## src/rtl/uart_rx_pkg.sv

```systemverilog
`default_nettype none
// +----------------------------------------------------------------------------+
// | Module      : uart_rx_pkg                                                  |
// | Description : Shared types and constants for the UART receive deframer:   |
// |               FSM state encoding, parity-type encodings and the default   |
// |               oversampling ratio.                                          |
// | Revision    : 1.0 - initial release                                        |
// +----------------------------------------------------------------------------+
package uart_rx_pkg;

  typedef enum logic [2:0] {
    IDLE      = 3'd0,
    START     = 3'd1,
    DATA      = 3'd2,
    PARITY    = 3'd3,
    STOP      = 3'd4,
    WAIT_HIGH = 3'd5
  } rx_state_t;

  // ParityType encodings; both "none" codes disable the parity bit
  localparam logic [1:0] PAR_NONE0 = 2'b00;
  localparam logic [1:0] PAR_ODD   = 2'b01;
  localparam logic [1:0] PAR_EVEN  = 2'b10;
  localparam logic [1:0] PAR_NONE3 = 2'b11;

  localparam int DEFAULT_OVERSAMPLE = 16;

endpackage
`default_nettype wire

```

## src/rtl/uart_rx_sync.sv

```systemverilog
`default_nettype none
// +----------------------------------------------------------------------------+
// | Module      : uart_rx_sync                                                 |
// | Description : Metastability synchroniser for the asynchronous serial line |
// |               plus a falling-edge detector on the synchronised value.     |
// |               All flops reset to the idle-high line level so that reset   |
// |               never manufactures a start edge.                            |
// | Ports       : clk      - system clock                                     |
// |               rst      - synchronous active-high reset                    |
// |               rx_async - raw serial input                                 |
// |               line     - synchronised line level                          |
// |               fall     - one-cycle pulse on a high-to-low transition       |
// | Revision    : 1.0 - initial release                                        |
// +----------------------------------------------------------------------------+
module uart_rx_sync #(
  parameter int SYNC_STAGES = 2
) (
  input  logic clk,
  input  logic rst,
  input  logic rx_async,
  output logic line,
  output logic fall
);

  logic [SYNC_STAGES-1:0] chain;
  logic                   line_d;

  generate
    if (SYNC_STAGES == 1) begin : g_single
      always_ff @(posedge clk) begin
        if (rst) chain <= 1'b1;
        else     chain <= rx_async;
      end
    end else begin : g_multi
      always_ff @(posedge clk) begin
        if (rst) chain <= '1;
        else     chain <= {chain[SYNC_STAGES-2:0], rx_async};
      end
    end
  endgenerate

  assign line = chain[SYNC_STAGES-1];

  always_ff @(posedge clk) begin
    if (rst) line_d <= 1'b1;
    else     line_d <= line;
  end

  assign fall = line_d & ~line;

endmodule
`default_nettype wire

```

## src/rtl/uart_rx_deframer.sv

```systemverilog
`default_nettype none
// +----------------------------------------------------------------------------+
// | Module      : uart_rx_deframer                                             |
// | Description : Oversampling UART receiver. Detects the start bit, shifts in |
// |               7 or 8 data bits LSB first, checks optional parity, checks  |
// |               1 or 2 stop bits and presents the byte with status flags.   |
// | Ports       : Clock, Reset (sync, active-high)                            |
// |               SampleTick  - one-cycle pulse at OVERSAMPLE x baud          |
// |               RxIn        - asynchronous serial line, idle high           |
// |               ParityType  - 00/11 none, 01 odd, 10 even                   |
// |               StopBits    - 0 one stop bit, 1 two stop bits               |
// |               DataLength  - 0 seven data bits, 1 eight data bits          |
// |               DataOut, ParityError, StopError - frame result (held)       |
// |               DataValid   - one-cycle pulse per completed frame           |
// |               ActiveFlag  - frame in progress after start confirmation    |
// |               DoneFlag    - idle and ready                                |
// | Revision    : 1.0 - initial release                                        |
// +----------------------------------------------------------------------------+
module uart_rx_deframer
  import uart_rx_pkg::*;
#(
  parameter int OVERSAMPLE  = DEFAULT_OVERSAMPLE,
  parameter int SYNC_STAGES = 2
) (
  input  logic       Clock,
  input  logic       Reset,
  input  logic       SampleTick,
  input  logic       RxIn,
  input  logic [1:0] ParityType,
  input  logic       StopBits,
  input  logic       DataLength,
  output logic [7:0] DataOut,
  output logic       DataValid,
  output logic       ParityError,
  output logic       StopError,
  output logic       ActiveFlag,
  output logic       DoneFlag
);

  localparam int                TICK_W    = $clog2(OVERSAMPLE);
  localparam logic [TICK_W-1:0] TICK_MID  = TICK_W'(OVERSAMPLE / 2 - 1);
  localparam logic [TICK_W-1:0] TICK_LAST = TICK_W'(OVERSAMPLE - 1);

  logic              line;
  logic              fall;
  rx_state_t         state;
  logic [TICK_W-1:0] tick_cnt;
  logic [2:0]        bit_cnt;
  logic [7:0]        shreg;
  logic [1:0]        par_cfg;
  logic              stop2;
  logic              len8;
  logic              par_err;
  logic              stop_err;

  logic              par_en;
  logic [2:0]        last_bit;
  logic [TICK_W-1:0] tick_next;
  logic              at_last;
  logic [7:0]        data_aligned;
  logic              stop_err_next;

  uart_rx_sync #(
    .SYNC_STAGES (SYNC_STAGES)
  ) u_sync (
    .clk      (Clock),
    .rst      (Reset),
    .rx_async (RxIn),
    .line     (line),
    .fall     (fall)
  );

  assign par_en    = (par_cfg == PAR_ODD) || (par_cfg == PAR_EVEN);
  assign last_bit  = len8 ? 3'd7 : 3'd6;
  assign tick_next = (tick_cnt == TICK_LAST) ? '0 : tick_cnt + 1'b1;
  assign at_last   = SampleTick && (tick_cnt == TICK_LAST);
  // Bits enter at the MSB, so a 7-bit frame ends one place too high.
  assign data_aligned  = len8 ? shreg : {1'b0, shreg[7:1]};
  assign stop_err_next = stop_err | ~line;

  always_ff @(posedge Clock) begin
    if (Reset) begin
      state       <= IDLE;
      tick_cnt    <= '0;
      bit_cnt     <= '0;
      shreg       <= '0;
      par_cfg     <= PAR_NONE0;
      stop2       <= 1'b0;
      len8        <= 1'b0;
      par_err     <= 1'b0;
      stop_err    <= 1'b0;
      DataOut     <= '0;
      DataValid   <= 1'b0;
      ParityError <= 1'b0;
      StopError   <= 1'b0;
      ActiveFlag  <= 1'b0;
      DoneFlag    <= 1'b1;
    end else begin
      DataValid <= 1'b0;
      case (state)
        IDLE: begin
          if (fall) begin
            tick_cnt <= '0;
            par_cfg  <= ParityType;
            stop2    <= StopBits;
            len8     <= DataLength;
            state    <= START;
          end
        end
        START: begin
          if (SampleTick) begin
            if (tick_cnt == TICK_MID) begin
              tick_cnt <= '0;
              if (!line) begin
                ActiveFlag <= 1'b1;
                DoneFlag   <= 1'b0;
                bit_cnt    <= '0;
                shreg      <= '0;
                par_err    <= 1'b0;
                stop_err   <= 1'b0;
                state      <= DATA;
              end else begin
                state <= IDLE;
              end
            end else begin
              tick_cnt <= tick_cnt + 1'b1;
            end
          end
        end
        DATA: begin
          if (SampleTick) tick_cnt <= tick_next;
          if (at_last) begin
            shreg <= {line, shreg[7:1]};
            if (bit_cnt == last_bit) begin
              bit_cnt <= '0;
              state   <= par_en ? PARITY : STOP;
            end else begin
              bit_cnt <= bit_cnt + 3'd1;
            end
          end
        end
        PARITY: begin
          if (SampleTick) tick_cnt <= tick_next;
          if (at_last) begin
            // Odd parity expects an overall XOR of 1, even expects 0.
            par_err <= ((^data_aligned) ^ line) != (par_cfg == PAR_ODD);
            state   <= STOP;
          end
        end
        STOP: begin
          if (SampleTick) tick_cnt <= tick_next;
          if (at_last) begin
            if (stop2 && (bit_cnt == 3'd0)) begin
              stop_err <= stop_err_next;
              bit_cnt  <= 3'd1;
            end else begin
              DataOut     <= data_aligned;
              ParityError <= par_err;
              StopError   <= stop_err_next;
              DataValid   <= 1'b1;
              ActiveFlag  <= 1'b0;
              DoneFlag    <= 1'b1;
              bit_cnt     <= '0;
              tick_cnt    <= '0;
              state       <= stop_err_next ? WAIT_HIGH : IDLE;
            end
          end
        end
        WAIT_HIGH: begin
          // Re-arm only after one uninterrupted high bit period (break recovery).
          if (!line) begin
            tick_cnt <= '0;
          end else if (SampleTick) begin
            tick_cnt <= tick_next;
            if (tick_cnt == TICK_LAST) state <= IDLE;
          end
        end
        default: state <= IDLE;
      endcase
    end
  end

endmodule
`default_nettype wire

```

## config.mk

```make
export PLATFORM = sky130hd
export DESIGN_NAME = uart_rx_deframer
export DESIGN_NICKNAME = d
export VERILOG_FILES = /design/src/rtl/uart_rx_pkg.sv /design/src/rtl/uart_rx_sync.sv /design/src/rtl/uart_rx_deframer.sv
export SDC_FILE = /design/constraint.sdc
export NUM_CORES = 1
export LEC_CHECK = 0
export CAP_MARGIN = 5
export CORE_ASPECT_RATIO = 2
export CORE_MARGIN = 1
export CORE_UTILIZATION = 44
export DETAILED_ROUTE_END_ITERATION = 8
export PLACE_DENSITY_LB_ADDON = 0.25
export REMOVE_ABC_BUFFERS = 1
export SETUP_SLACK_MARGIN = 0.2
export SYNTH_ARGS = -nofsm -noshare
export SYNTH_HDL_FRONTEND = slang
export SYNTH_SLANG_ARGS = --single-unit
```

## constraint.sdc

```tcl
create_clock -name Clock -period 5 [get_ports Clock]
set_input_delay 1 -clock Clock [delete_from_list [all_inputs] [get_ports Clock]]
set_output_delay 1 -clock Clock [all_outputs]
set_load 0.005 [all_outputs]
```

==> qor.yml <==
run_status:
  status: "finished clean"
yosys:
  ys_async_sr_fraction_pct: 0
  synth_common_cells: "40 x dfxtp_1, 38 x nor2_1, 21 x mux2i_1, 14 x a21oi_1, 14 x clkbuf_1"
  ys_types: 49
  yosys.area.top_type: "dfxtp_1"
  synth_warnings: 0
  synth_flop_cell: "dfxtp_1"
  seq_area_frac_synth_pct: 35.9
  synth_area_mm2: 0.00223
  synthCells: 269
  synth-seq-cells: 40
  synth_top_area_share_pct: 35.9
  synthTopCellsByArea: "dfxtp_1 36%, mux2i_1 9.4%, nor2_1 6.4%, nand2b_1 3.4%, a21oi_1 3.1%"
  yosysMostFrequentCell: "dfxtp_1"
  avgSynthCellArea_um2: 8.29
  synth_edf_count: 0
critical_path:
  r2r_start: "state[0]"
  arrival_ns: 2.90
  max_stage_delay_ns: 0.58
  cp.required_ns: 5.18
  end_kind: "flop"
  path_buf_inv: 1
  worstSetupPathType: "primary input to flop"
  crit_family: "compound AO/OA/AOI/OAI gates"
  crit_top_cell: "a21oi_1"
  cp-start-kind: "primary input"
  worstPathMaxFanout: 7
  path_cells: "clkdlybuf4s50_1 -> nand4_1 -> a21oi_1 -> nand2_1 -> a21oi_1 -> mux2_1"
  slowest_stage: "clkdlybuf4s50_1"
  startpoint: "SampleTick"
floorplan:
  die_h_um: 103
  dieArea_mm2: 0.00538
  io-pin-count: 21
  row_count: 36
  die_w_um: 52.4
  start_util_pct: 45.9
  core-area_mm2: 0.00486
global_routing:
  grt_overflow_total: 0
  grt_max_degree: 27
  grt_pass1_vias: 1793
  grt.total_usage_pct: 20.7
  grt_first_pass_wirelength_mm: 8.34
  antenna_found_initial: 0
placed_design:
  post_dp_cell_area_mm2: 0.00245
  post-dp-hpwl_mm: 3.75
  numPortBuffers: 20
  place.gp.congestion: 0.831
layout:
  design_area_mm2: 0.00256
  final_nets: 292
  area_growth_pct: 14.8
  drive_gt1_share_pct: 6.76
  diodes: 0
timing:
  tightestPinTransition_ns: 0.894
  slew_headroom_pct: 40.2
  max_freq_ghz: 0.368
  setup_viol: 0
  drv_slew: 0
  min_period_over_period_pct: 54.3
  finalHoldViolCount: 0
  fin_skew_ns: 0.00912
  rsz0062_at_grt: "no"
  setup_tns_ns: 0
  period_needed_ns: 2.71
power_and_ir_drop:
  power.total_uw: 765
  p_leak_uw: 0.000846
  vdd_drop_max_mv: 0.160
  power.density_mw_per_mm2: 299
routing:
  avgViaCountPerCell: 5.63
  dr.first_iter.drc_count: 51
  drt-wirelength-per-cell_um: 15.2
  wirelength_mm: 5.15
  drcViolationCount: 0
  via_count: 1903
  first_pass_iters: 4
  antenna_left: 0
cts:
  cts_tree: "yes"
  post_cts_buffers: 0
  cts_buffer_depth: 2
  h-tree-depth: 2
  hold_buffers: 0
  insertion_delay_ns: 0.30
  cts_resized: 0
  clock-root-buffer: "clkbuf_8"
  clkTransAtPathRegs_ns: 0.08
  cts_buffers: 5
  cts_sinks: 40
worst_hold_path:
  min_from: "u_sync.chain[0]"
  hold_class: "flop to flop"
run:
  maxCapViolCount: 0
==> metal layers <==
layer	vias up	track usage (%)	share of wire, %
met5	-	0	0
met4	0	9.51	2.6
met3	10	2.80	2.7
met2	40	39.4	56
met1	888	21.2	38
li1	965	-	-
==> sequential cells by signal (all words and copies together), names as in the netlist, 2 cells and up <==
register and cells:
tick_cnt 4, state 3, DataOut 8, bit_cnt 3, shreg 8, u_sync.chain 2
par_cfg 2
==> final timing paths <==
| path | endpoint | slack (ns) | cells past startpoint |
|---|---|---|---|
| min reg2reg | u_sync.chain[1] | 0.41 | 1 |
| min | u_sync.chain[1] | 0.41 | 1 |
| max | state[1] | 2.29 | 6 |
| max reg2reg | shreg[6] | 2.42 | 5 |
==> cells in the final DEF, fill, tap and decap left out, drive strengths merged, types with 3 or more instances in the layout <==
master	Yosys	final
dfxtp	40	40
nor2	38	38
mux2i	21	21
clkdlybuf4s50	0	20
a21oi	15	15
o21ai	14	14
nand2	13	13
nand2b	12	12
and2	10	10
a211oi	9	9
inv	7	7
nand3	7	7
xnor2	7	7
nor3	6	6
clkbuf	14	5
nor2b	4	4
nor3b	4	4
or2	4	4
ha	4	4
o22ai	3	3
buf	5	3
==> report_power, final <==
group          internal [µW]  total (µW)  leakage [µW]  switching [µW]
Combinational           60.5         137      0.000469            76.2
Clock                    148         268     0.0000541             120
Sequential               327         361      0.000323            33.3
==> cell families after synthesis <==
group / synth area share, %
AO/OA/AOI/OAI: 17.6
flip-flops: 35.9
multiplexers: 9.93
XOR/XNOR: 4.54
buffers and inverters: 4.54
adder cells (fa/ha/maj): 2.24
AND/OR/NAND/NOR: 25.3
==> final cells by class <==
| class | instances | area (µm²) |
|---|---|---|
| clock inverters | 3 | 42.5 |
| inverters | 7 | 26.3 |
| flip-flops and latches | 40 | 801 |
| repair buffers | 23 | 223 |
| multi-input cells | 203 | 1330 |
| clock buffers | 5 | 68.8 |
| fillers | 469 | 2300 |
| well taps | 57 | 71.3 |
==> metrics by stage <==
step,cells,util [%],hold WS [ns],setup WS [ns]
after global placement,330,50.4,0.394,2.09
final,338,52.6,0.412,2.29
after floorplan,250,-,0.389,2.65
after detailed placement,330,50.4,0.393,2.00
after CTS,338,52.6,0.415,2.32
after global routing,338,52.6,0.437,2.16
==> worst register-to-register path, delay by kind of cell, from the launching register on <==
family	cells	cell delay [ns]
AO/OA/AOI/OAI	1	0.35
AND/OR/NAND/NOR	3	1.02
multiplexers	1	0.23
flip-flops	1	0.85
Power figures use the tool's default switching activity.
